<file path="src/rtl/led_status_sequencer.sv">
// Status LED sequencer: stretches link/activity/error events into hold periods
// and resolves them by fixed priority into one on / slow_flash / fast_flash request.
module led_status_sequencer #(
    parameter int unsigned ACT_HOLD = 1_250_000,
    parameter int unsigned ERR_HOLD = 50_000_000
) (
    input  logic       clock,
    input  logic       reset_n,
    input  logic       link,
    input  logic       activity,
    input  logic       error,
    input  logic       force_on,
    input  logic       clear_count,
    output logic       on,
    output logic       slow_flash,
    output logic       fast_flash,
    output logic [1:0] mode,
    output logic [7:0] err_count
);

    typedef enum logic [1:0] {
        MODE_OFF  = 2'd0,
        MODE_SLOW = 2'd1,
        MODE_ON   = 2'd2,
        MODE_FAST = 2'd3
    } mode_e;

    localparam logic [27:0] ACT_LOAD = 28'(ACT_HOLD);
    localparam logic [27:0] ERR_LOAD = 28'(ERR_HOLD);

    logic        r_link_q;
    logic        r_link_d;
    logic        r_force_q;
    logic [27:0] r_act_cnt;
    logic [27:0] r_err_cnt;
    logic [7:0]  r_err_count;

    logic        w_link_drop;
    logic        w_err_event;
    mode_e       w_mode;

    // A link drop is seen one edge after link_q falls; link_d resets low so
    // reset release never fakes a drop.
    assign w_link_drop = r_link_d & ~r_link_q;
    assign w_err_event = error | w_link_drop;

    // NOTE: sequential state uses non-blocking assignments so every flop samples
    // pre-edge values regardless of statement order.
    always_ff @(posedge clock or negedge reset_n) begin
        if (!reset_n) begin
            r_link_q  <= 1'b0;
            r_link_d  <= 1'b0;
            r_force_q <= 1'b0;
        end else begin
            r_link_q  <= link;
            r_link_d  <= r_link_q;
            r_force_q <= force_on;
        end
    end

    // Hold counters reload on each event and only decrement while nonzero.
    always_ff @(posedge clock or negedge reset_n) begin
        if (!reset_n) begin
            r_act_cnt <= '0;
            r_err_cnt <= '0;
        end else begin
            if (activity)
                r_act_cnt <= ACT_LOAD;
            else if (r_act_cnt != '0)
                r_act_cnt <= r_act_cnt - 28'd1;

            if (w_err_event)
                r_err_cnt <= ERR_LOAD;
            else if (r_err_cnt != '0)
                r_err_cnt <= r_err_cnt - 28'd1;
        end
    end

    always_ff @(posedge clock or negedge reset_n) begin
        if (!reset_n) begin
            r_err_count <= '0;
        end else if (clear_count) begin
            r_err_count <= w_err_event ? 8'd1 : 8'd0;
        end else if (w_err_event && (r_err_count != 8'hFF)) begin
            r_err_count <= r_err_count + 8'd1;
        end
    end

    // NOTE: the default assignment first keeps this block free of inferred latches.
    always_comb begin
        w_mode = MODE_OFF;
        if (r_force_q)
            w_mode = MODE_ON;
        else if (r_err_cnt != '0)
            w_mode = MODE_FAST;
        else if (r_act_cnt != '0)
            w_mode = MODE_ON;
        else if (r_link_q)
            w_mode = MODE_SLOW;
    end

    assign on         = (w_mode == MODE_ON);
    assign slow_flash = (w_mode == MODE_SLOW);
    assign fast_flash = (w_mode == MODE_FAST);
    assign mode       = w_mode;
    assign err_count  = r_err_count;

endmodule

</file>
<file path="config.mk">
export PLATFORM = sky130hd
export DESIGN_NAME = led_status_sequencer
export DESIGN_NICKNAME = d
export VERILOG_FILES = /design/src/rtl/led_status_sequencer.sv
export SDC_FILE = /design/constraint.sdc
export NUM_CORES = 1
export LEC_CHECK = 0
export BUFFER_PORTS_ARGS = -buffer_cell sky130_fd_sc_hd__clkbuf_2
export CORE_MARGIN = 2
export CORE_UTILIZATION = 55
export CTS_CLUSTER_SIZE = 8
export DETAILED_ROUTE_END_ITERATION = 16
export GPL_TIMING_DRIVEN = 0
export PLACE_DENSITY = 0.78
export SYNTH_ARGS = -nofsm -noshare
export SYNTH_HDL_FRONTEND = slang
export SYNTH_SLANG_ARGS = --single-unit
</file>
<file path="constraint.sdc">
create_clock -name clock -period 3.7 [get_ports clock]
set_input_delay 0.555 -clock clock [delete_from_list [all_inputs] [get_ports clock]]
set_output_delay 0.555 -clock clock [all_outputs]
set_load 0.005 [all_outputs]
</file>
==> impl_metrics.env, run 1 <==
export IMPL_p_leak_nw=1.50
export IMPL_worstSetupStartpointType="flip-flop"
export IMPL_critical_r2r_launch="r_act_cnt[10]"
export IMPL_synth_simple_gate_area_share_pct=29.6
export IMPL_antenna_diode_count=0
export IMPL_end_kind="output pin"
export IMPL_synthDistinctLibCells=47
export IMPL_library_cell_used_as_clock_root_buffer="sky130_fd_sc_hd__clkbuf_8"
export IMPL_synthesis_area_sq_mm=0.00363
export IMPL_report_final_slew_viol_count=0
export IMPL_timing_setup_tns_ns=0
export IMPL_timing_final_crit_period_ns=3.51
export IMPL_maxClockFrequency_mhz=285
export IMPL_clock_latency_ns=0.34
export IMPL_design_power_total_w=0.00161
export IMPL_routed_via_count=3076
export IMPL_floorplan_initialDensity_pct=57.1
export IMPL_synth_compound_gate_area_share_pct=13.2
export IMPL_post_synth_inst_count=394
export IMPL_die_width_um=85.2
export IMPL_cts_reportedPaths_clkPinSlew_ns=0.07
export IMPL_remaining_antenna_violation_count_after_routing=0
export IMPL_synth_fa_ha_area_share_pct=1.72
export IMPL_cp_data_required_time_ns=3.14
export IMPL_clock_tree_buffer_depth=2
export IMPL_vias_per_cell=6.10
export IMPL_count_of_pins_on_the_block_boundary=20
export IMPL_synth_seq_area_share_pct=46.2
export IMPL_placement_rows=29
export IMPL_fin_crit_sh_pct=94.7
export IMPL_type_of_the_most_critical_hold_path="in2async"
export IMPL_clock_sink_count=67
export IMPL_overflow=0
export IMPL_cts_tree="built"
export IMPL_grt_pass1_wl_mm=13.8
export IMPL_routed_wl_mm=7.92
export IMPL_port_buffer_count=18
export IMPL_deepest_level_of_the_cts_h_tree=3
export IMPL_post_synthesis_mux_area_share_pct=0.828
export IMPL_yosys_area_share_xor_xnor_pct=6.04
export IMPL_worst_r2r_setup_slack_ns=0.92
export IMPL_pwr_density_cell_mw_per_mm2=398
export IMPL_r2r_end="r_act_cnt[13]"
export IMPL_grt_start_max_net_pins=46
export IMPL_crit_fanout=10
export IMPL_timing_hold_violations_final=0
export IMPL_grt_busiest_layer="met2"
export IMPL_tightestPinTransition_ns=1.05
export IMPL_whs_ns=0.146
export IMPL_groute_layer_met1_usage_pct=31.6
export IMPL_die_y_um=85.2
export IMPL_initial_antenna_violation_count=0
export IMPL_synth_top_family_by_area="simple AND/OR/NAND/NOR gates"
export IMPL_cts_made_buffers=9
export IMPL_outcome="completed"
export IMPL_slew_headroom_pct=29.4
export IMPL_worst_ep_arrival_time_ns=2.95
export IMPL_postSynthRegisterBits=67
export IMPL_timing_max_cap_violations=0
export IMPL_synth_async_reset_ratio_pct=100
export IMPL_post_cts_setup_buffer_count=0
export IMPL_worstSetupPathType="reg2out"
export IMPL_grt_usage_pct=23.6
export IMPL_first_pass_iters=4
export IMPL_worst_ir_drop_vdd_v=0.000258
export IMPL_grt_pass1_vias=2988
export IMPL_n_fill_cell=540
export IMPL_gr_usage_met2_pct=38.6
export IMPL_place_detailed_hpwl_mm=5.60
export IMPL_synth_enable_flop_cells=0
export IMPL_synthFlopType="sky130_fd_sc_hd__dfrtp_1"
export IMPL_finalWeightedCongestion=0.841
export IMPL_areaGrowthSynthToFinish_pct=11.3
export IMPL_cts_hold_repair_buffers=0
export IMPL_fp_dieArea_sq_mm=0.00726
export IMPL_iteration_0_drc_count_of_the_detailed_router=183
export IMPL_layout_nets=435
export IMPL_gr_usage_met3_pct=3.70
export IMPL_floorplan_core_area_sq_mm=0.00635
export IMPL_syn_area_per_cell_sq_um=9.21
export IMPL_avgRoutedWirePerCell_um=15.7
export IMPL_yosys_warning_total=0
export IMPL_grt_setup_unrepaired="no"
export IMPL_post_route_drc_count=0
export IMPL_final_setup_viol_count=0
export IMPL_finClkSkew_ns=0.00551
export IMPL_post_route_cells_drive_above_1_share_pct=12.4
export IMPL_rr_worst_depth=7
export IMPL_synthesis_nets=406
## where the power goes
part / internal (W) / switching (W) / total (W)
registers: 0.000764 / 0.0000397 / 0.000803
clock network: 0.000344 / 0.000264 / 0.000608
logic: 0.0000776 / 0.000116 / 0.000194
total: 0.00119 / 0.000420 / 0.00161
## area by class of cell
| type | count | area [sq um] | area share, % |
|---|---|---|---|
| Tap cell | 77 | 96.3 | 2.39 |
| Sequential cell | 67 | 1680 | 41.5 |
| Clock buffer | 13 | 159 | 3.94 |
| Inverter | 7 | 26.3 | 0.651 |
| Timing Repair Buffer | 19 | 120 | 2.98 |
| Buffer | 14 | 58.8 | 1.46 |
| Multi-Input combinational cell | 305 | 1860 | 46.2 |
| Clock inverter | 2 | 35.0 | 0.868 |
## placed cells by master, fill, tap and decap left out, types with 12 or more instances in the layout
| master | instances |
|---|---|
| sky130_fd_sc_hd__or4_1 | 15 |
| sky130_fd_sc_hd__o31ai_1 | 12 |
| sky130_fd_sc_hd__nor2_1 | 43 |
| sky130_fd_sc_hd__nor3_1 | 15 |
| sky130_fd_sc_hd__nand2_1 | 32 |
| sky130_fd_sc_hd__nand3_1 | 17 |
| sky130_fd_sc_hd__xnor2_1 | 18 |
| sky130_fd_sc_hd__o21ai_0 | 17 |
| sky130_fd_sc_hd__clkbuf_2 | 18 |
| sky130_fd_sc_hd__or3_1 | 20 |
| sky130_fd_sc_hd__nor4_1 | 12 |
| sky130_fd_sc_hd__a21oi_1 | 28 |
| sky130_fd_sc_hd__dfrtp_1 | 67 |
## Yosys cell counts, drive strengths merged (4+ instances only)
cell type / instances / area share (%)
xnor2: 18 / 4.3
nor4: 14 / 2.8
nand3: 17 / 2.3
nand4: 4 / 0.69
nor3: 15 / 2.1
nor2: 43 / 4.4
ha: 5 / 1.7
or2: 7 / 1.2
inv: 6 / 0.62
xor2: 7 / 1.7
buf: 4 / 0.52
clkbuf: 11 / 1.1
nand3b: 4 / 0.83
a21oi: 28 / 3.9
o21ai: 17 / 2.3
dfrtp: 67 / 46
a211oi: 6 / 1.2
or3: 21 / 3.7
or4: 17 / 3.7
o31ai: 12 / 2.5
nand2: 32 / 3.3
o211ai: 7 / 1.4
## through the flow
step | utilization [%] | cell area [sq um] | cells | worst slack, ns
floorplan | - | 3630 | 394 | 0.863
global placement | 60.1 | 3810 | 489 | 0.437
detailed placement | 60.5 | 3840 | 490 | 0.371
CTS | 63.6 | 4040 | 505 | 0.0499
global route | 63.6 | 4040 | 504 | 0.0143
finish | 63.6 | 4040 | 504 | 0.194
## timing repair
item                                    in CTS  in global routing
resized for setup                            1                  3
endpoints found under the setup margin       1                  4
hold endpoints to repair                     0                  0
pin swaps                                    0                  0
cloned                                       0                  0
## registers in the layout, summed over array words and instances (netlist names)
signal / flops
r_act_cnt: 28
r_err_cnt: 28
err_count: 8
r_force_q: 1
r_link_d: 1
r_link_q: 1
## worst max-delay path by stage
stage | start | end | slack, ns | depth (start not counted)
after floorplan | r_err_cnt[0] | slow_flash | 0.86 | 8
after global placement | r_err_cnt[0] | slow_flash | 0.44 | 9
after detailed placement | r_err_cnt[0] | slow_flash | 0.37 | 9
after CTS | r_err_cnt[0] | on | 0.05 | 9
after global routing | r_err_cnt[0] | slow_flash | 0.01 | 9
final | r_err_cnt[0] | slow_flash | 0.19 | 9
## worst max-delay path, cell delays in order (launching register included)
cell and delay (ns):
sky130_fd_sc_hd__dfrtp_1 0.40, sky130_fd_sc_hd__inv_1 0.14, sky130_fd_sc_hd__ha_1 0.19, sky130_fd_sc_hd__or4b_2 0.59
sky130_fd_sc_hd__nor4_1 0.25, sky130_fd_sc_hd__buf_2 0.28, sky130_fd_sc_hd__nand2_1 0.19, sky130_fd_sc_hd__buf_2 0.25
sky130_fd_sc_hd__nor3_1 0.19, sky130_fd_sc_hd__clkbuf_2 0.14
## cell families (layout without fill, tap and decap cells)
logic type      after synthesis  count (layout)
simple gates                194             194
compound gates               78              78
flops                        67              67
xor+xnor                     25              25
buf+inv                      22              55
fa+ha+maj                     5               5
mux                           3               3
## metal layers
metal  vias to the layer above  share of wire [%]  routed length [um]
met1                      1486                 47                3710
met3                        13                4.0                 319
met2                        60                 47                3750
met4                         0                1.7                 138
met5                         -                  0                   0
li1                       1517                  -                   -
(Power assumes the default switching activity.)
==> inputs of run 2 (changes only) <==
- PLACE_DENSITY: 0.78 -> 0.81
- clock period: 3.7 -> 3 ns (I/O delays scaled with it)
==> run 2 against run 1 <==
  * Die area did not move
  * Total power rose by 17%
  * Register-to-register slack got worse by 0.62 ns
  * Non-clock buffer count rose by 1
  * Cell count fell by 0.20%
  * Count of clock-buffer cells in the layout fell by 3
  * Combinational power rose by 31%
  * First-iteration DRC count rose by 11%
  * Critical path type unchanged
==> impl_metrics.env, run 2 (same netlist as run 1, synthesis figures left out) <==
export IMPL_antenna_diode_count=0
export IMPL_iteration_0_drc_count_of_the_detailed_router=203
export IMPL_crit_fanout=7
export IMPL_deepest_level_of_the_cts_h_tree=3
export IMPL_mostFrequentLayoutCell="sky130_fd_sc_hd__dfrtp_1"
export IMPL_areaGrowthSynthToFinish_pct=13.2
export IMPL_p_leak_nw=1.52
export IMPL_routed_via_count=3196
export IMPL_final_cells=503
export IMPL_port_buffer_count=18
export IMPL_post_route_drc_count=0
export IMPL_library_cell_used_as_clock_root_buffer="sky130_fd_sc_hd__clkbuf_8"
export IMPL_r2r_end="r_act_cnt[11]"
export IMPL_avgRoutedWirePerCell_um=16.2
export IMPL_whs_ns=0.0356
export IMPL_vias_per_cell=6.35
export IMPL_fp_dieArea_sq_mm=0.00726
export IMPL_timing_final_crit_period_ns=2.92
export IMPL_grt_usage_pct=23.9
export IMPL_grt_pass1_vias=2954
export IMPL_grt_pass1_wl_mm=13.8
export IMPL_tightestPinTransition_ns=1.01
export IMPL_place_detailed_hpwl_mm=5.51
export IMPL_end_kind="output pin"
export IMPL_final_setup_viol_count=0
export IMPL_layout_nets=436
export IMPL_clock_sink_count=67
export IMPL_worstSetupPathType="reg2out"
export IMPL_critical_r2r_launch="r_act_cnt[10]"
export IMPL_clock_latency_ns=0.34
export IMPL_clock_tree_buffer_depth=2
export IMPL_overflow=0
export IMPL_count_of_pins_on_the_block_boundary=20
export IMPL_rr_worst_depth=6
export IMPL_timing_hold_violations_final=0
export IMPL_maxClockFrequency_mhz=343
export IMPL_routed_wl_mm=8.17
export IMPL_worst_ir_drop_vdd_v=0.000252
export IMPL_layout_setup_ws_ns=0.0811
export IMPL_finalWeightedCongestion=0.824
export IMPL_fin_crit_sh_pct=97.3
export IMPL_pwr_density_cell_mw_per_mm2=457
export IMPL_cts_tree="built"
export IMPL_design_power_total_w=0.00188
export IMPL_cts_made_buffers=9
export IMPL_worstSetupStartpointType="flip-flop"
export IMPL_grt_start_max_net_pins=46
export IMPL_number_of_placed_cells_counting_well_taps=490
export IMPL_die_width_um=85.2
export IMPL_cp_data_required_time_ns=2.55
export IMPL_startpoint="r_act_cnt[10]"
export IMPL_initial_antenna_violation_count=0
export IMPL_mostFrequentLayoutCells="67 x sky130_fd_sc_hd__dfrtp_1, 43 x sky130_fd_sc_hd__nor2_1, 31 x sky130_fd_sc_hd__nand2_1"
export IMPL_grt_setup_unrepaired="no"
export IMPL_preCtsSetupSlack_ns=-0.237
export IMPL_die_y_um=85.2
export IMPL_worst_r2r_setup_slack_ns=0.30
export IMPL_post_route_cells_drive_above_1_share_pct=16.4
export IMPL_type_of_the_most_critical_hold_path="in2async"
export IMPL_finClkSkew_ns=0.0137
export IMPL_worst_ep_arrival_time_ns=2.47
export IMPL_slew_headroom_pct=32.3
export IMPL_cts_reportedPaths_clkPinSlew_ns=0.07
export IMPL_first_pass_iters=5
export IMPL_placement_rows=29
export IMPL_remaining_antenna_violation_count_after_routing=0
export IMPL_floorplan_initialDensity_pct=57.1
export IMPL_outcome="completed"
export IMPL_floorplan_core_area_sq_mm=0.00635
export IMPL_timing_max_cap_violations=0
export IMPL_report_final_slew_viol_count=0
## run 2: cell count changes in the layout (fill, tap and decap cells not counted), sizes merged
cell / before / now
bufinv: 1 / 0
clkinv: 2 / 3
clkinvlp: 0 / 1
buf: 6 / 9
clkbuf: 40 / 35
## run 2: metal layers
| metal | global-route usage (%) | routed length [um] | vias to the layer above |
|---|---|---|---|
| li1 | - | - | 1517 |
| met1 | 31.5 | 3700 | 1575 |
| met2 | 39.3 | 3970 | 92 |
| met3 | 3.50 | 366 | 12 |
| met4 | 10.2 | 130 | 0 |
| met5 | 0 | 0 | - |
## run 2: worst max-delay path by stage
stage | slack (ns) | cells past startpoint | to
finish | 0.08 | 5 | on
floorplan | 0.27 | 8 | slow_flash
global route | 0.006 | 9 | slow_flash
global placement | -0.19 | 9 | slow_flash
CTS | 0.02 | 9 | slow_flash
detailed placement | -0.24 | 9 | slow_flash
## run 2: timing repair
action / in CTS / in global routing
gates resized for setup: 19 / 7
endpoints found under the setup margin: 5 / 4
pin swaps: 1 / 2
hold buffers: 0 / 0
buffers inserted: 2 / 1
gates cloned: 0 / 0
## run 2: where the power goes
group	switching, W	total (W)	internal, W
registers	0.0000520	0.000994	0.000942
logic	0.000153	0.000255	0.000102
clock network	0.000324	0.000630	0.000305
## run 2: per-stage QoR
step	utilization [%]	instance area [sq um]	TNS (ns)
after global routing	64.7	4110	0
after global placement	60.1	3810	-0.591
after floorplan	-	3630	0
after CTS	64.1	4070	0
after detailed placement	60.5	3840	-0.833
final	64.7	4110	0
## run 2: final cells by class
class / instances / area (sq um)
clock buffers: 10 / 138
multi-input cells: 305 / 1940
inverters: 7 / 26.3
fillers: 501 / 2240
clock inverters: 3 / 17.5
flip-flops and latches: 67 / 1680
repair buffers: 22 / 143
plain buffers: 12 / 65.1
well taps: 77 / 96.3
## run 2: worst max-delay path: stages (launching register included)
cell and delay [ns]:
sky130_fd_sc_hd__dfrtp_1 0.40, sky130_fd_sc_hd__or4_1 0.66, sky130_fd_sc_hd__or2_4 0.34, sky130_fd_sc_hd__or3_4 0.44, sky130_fd_sc_hd__a21o_1 0.19, sky130_fd_sc_hd__clkbuf_2 0.10
==> inputs of run 3 (changes only) <==
==> constraint.sdc (replaced) <==
create_clock -name clock -period 3 [get_ports clock]
set_input_delay 0.15 -clock clock [delete_from_list [all_inputs] [get_ports clock]]
set_output_delay 0.15 -clock clock [all_outputs]
set_load 0.005 [all_outputs]
==> run 3 against run 2 <==
  * First-iteration DRC count shrank 3.9%
  * Register-to-register slack lost 0.03 ns
  * Fmax grew 2.0%
  * Clock skew is essentially flat
  * Highest routed layer unchanged
  * Largest cell class unchanged
  * Cell count grew 0.60%
  * Combinational power shrank 2%
  * Worst hold slack gained 0.091 ns
==> impl_metrics.env, run 3 (same netlist as run 1, synthesis figures left out) <==
export IMPL_placement_rows=29
export IMPL_fin_crit_sh_pct=95.4
export IMPL_grt_setup_unrepaired="no"
export IMPL_fp_dieArea_sq_mm=0.00726
export IMPL_clock_tree_buffer_depth=2
export IMPL_library_cell_used_as_clock_root_buffer="sky130_fd_sc_hd__clkbuf_8"
export IMPL_grt_usage_pct=23.3
export IMPL_cts_reportedPaths_clkPinSlew_ns=0.07
export IMPL_p_leak_nw=1.50
export IMPL_post_route_cells_drive_above_1_share_pct=14.0
export IMPL_worstSetupPathType="reg2out"
export IMPL_timing_final_crit_period_ns=2.86
export IMPL_first_pass_iters=5
export IMPL_timing_hold_violations_final=0
export IMPL_final_setup_viol_count=0
export IMPL_cp_cell_instances="or4_1 -> nor4_1 -> buf_2 -> nand2_2 -> buf_4 -> nor3_1 -> clkbuf_2"
export IMPL_avgRoutedWirePerCell_um=15.9
export IMPL_mostFrequentLayoutCells="67 x sky130_fd_sc_hd__dfrtp_1, 43 x sky130_fd_sc_hd__nor2_1, 31 x sky130_fd_sc_hd__nand2_1"
export IMPL_worstSetupStartpointType="flip-flop"
export IMPL_floorplan_core_area_sq_mm=0.00635
export IMPL_end_kind="output pin"
export IMPL_remaining_antenna_violation_count_after_routing=0
export IMPL_rr_worst_depth=7
export IMPL_post_route_drc_count=0
export IMPL_floorplan_initialDensity_pct=57.1
export IMPL_r2r_end="r_act_cnt[11]"
export IMPL_cts_made_buffers=9
export IMPL_holdPathStages=3
export IMPL_finalWeightedCongestion=0.824
export IMPL_worst_ir_drop_vdd_v=0.000252
export IMPL_crit_buf_inv=3
export IMPL_cts_tree="built"
export IMPL_report_final_slew_viol_count=0
export IMPL_count_of_pins_on_the_block_boundary=20
export IMPL_outcome="completed"
export IMPL_grt_pass1_wl_mm=13.6
export IMPL_endpoint_of_the_worst_hold_path="r_act_cnt[5]"
export IMPL_slew_headroom_pct=30.3
export IMPL_mostFrequentLayoutCell="sky130_fd_sc_hd__dfrtp_1"
export IMPL_cpLargestDelayFamily="simple AND/OR/NAND/NOR gates"
export IMPL_final_core_util_pct=64.2
export IMPL_critical_r2r_launch="r_act_cnt[10]"
export IMPL_tightestPinTransition_ns=1.04
export IMPL_worst_path_largest_cell_delay_ns=0.60
export IMPL_crit_path_top_delay_cell="sky130_fd_sc_hd__or4_1"
export IMPL_areaGrowthSynthToFinish_pct=12.3
export IMPL_layout_nets=439
export IMPL_timing_critical_path_depth=7
export IMPL_grt_start_max_net_pins=46
export IMPL_place_detailed_hpwl_mm=5.51
export IMPL_overflow=0
export IMPL_worst_ep_arrival_time_ns=2.71
export IMPL_timing_setup_tns_ns=0
export IMPL_antenna_diode_count=0
export IMPL_crit_fanout=10
export IMPL_clock_sink_count=67
export IMPL_timing_max_cap_violations=0
export IMPL_cp_data_required_time_ns=2.85
export IMPL_worst_r2r_setup_slack_ns=0.27
export IMPL_maxClockFrequency_mhz=349
export IMPL_finClkSkew_ns=0.0139
export IMPL_grt_pass1_vias=2952
export IMPL_routed_via_count=3186
export IMPL_type_of_the_most_critical_hold_path="in2reg"
export IMPL_pwr_density_cell_mw_per_mm2=460
export IMPL_clock_latency_ns=0.34
export IMPL_die_y_um=85.2
export IMPL_initial_antenna_violation_count=0
export IMPL_die_width_um=85.2
export IMPL_iteration_0_drc_count_of_the_detailed_router=195
export IMPL_vias_per_cell=6.30
export IMPL_routed_wl_mm=8.03
export IMPL_port_buffer_count=18
export IMPL_n_fill_cell=505
export IMPL_deepest_level_of_the_cts_h_tree=3
export IMPL_hold_path_startpoint="activity"
[run 3: worst register-to-register path, stage by stage, from the launching register on]
cell,delay (ns)
sky130_fd_sc_hd__dfrtp_1,0.40
sky130_fd_sc_hd__or4_1,0.51
sky130_fd_sc_hd__clkbuf_1,0.18
sky130_fd_sc_hd__or2_1,0.34
sky130_fd_sc_hd__nor4_2,0.64
sky130_fd_sc_hd__buf_2,0.32
sky130_fd_sc_hd__o21ai_0,0.12
sky130_fd_sc_hd__a21oi_1,0.15
[run 3: timing repair]
item                       in CTS  in global routing
cloned                          0                  0
setup endpoints to repair       5                  6
resized for setup               5                  8
setup buffers                   1                  0
hold endpoints to repair       24                  0
hold buffers                    3                  0
[run 3: area by class of cell]
cell class	instances	area (sq um)	share of cell area, %
Inverter	7	26.3	0.645
Tap cell	77	96.3	2.36
Multi-Input combinational cell	305	1900	46.5
Clock inverter	3	17.5	0.430
Sequential cell	67	1680	41.2
Buffer	14	66.3	1.63
Clock buffer	10	138	3.38
Timing Repair Buffer	23	158	3.87
[run 3: how the worst max path moves through the flow]
stage | from | to
after detailed placement | r_err_cnt[0] | slow_flash
after global routing | r_err_cnt[1] | slow_flash
after floorplan | r_err_cnt[0] | r_err_cnt[20]
after global placement | r_err_cnt[0] | slow_flash
final | r_err_cnt[13] | slow_flash
after CTS | r_err_cnt[0] | slow_flash
[run 3: layer usage]
metal,vias up,GRT usage [%],wire (um)
met2,89,38.0,3860
met5,-,0,0
met3,17,3.79,407
met1,1556,30.6,3580
li1,1524,-,-
met4,0,10.8,180
[run 3: where the power goes]
group / internal, W / switching (W) / total (W)
Combinational: 0.0000996 / 0.000151 / 0.000250
Sequential: 0.000942 / 0.0000509 / 0.000993
Clock: 0.000305 / 0.000325 / 0.000630
[run 3: through the flow]
stage	hold WS (ns)	cells	setup slack [ns]	total power, W	area (sq um)
CTS	0.115	506	0.0204	0.00188	4040
floorplan	-0.146	394	0.549	0.00116	3630
finish	0.127	506	0.138	0.00187	4070
detailed placement	0.107	490	0.0626	0.00125	3840
global route	0.140	506	0.000673	0.00195	4070
global placement	0.259	489	0.112	0.00123	3810
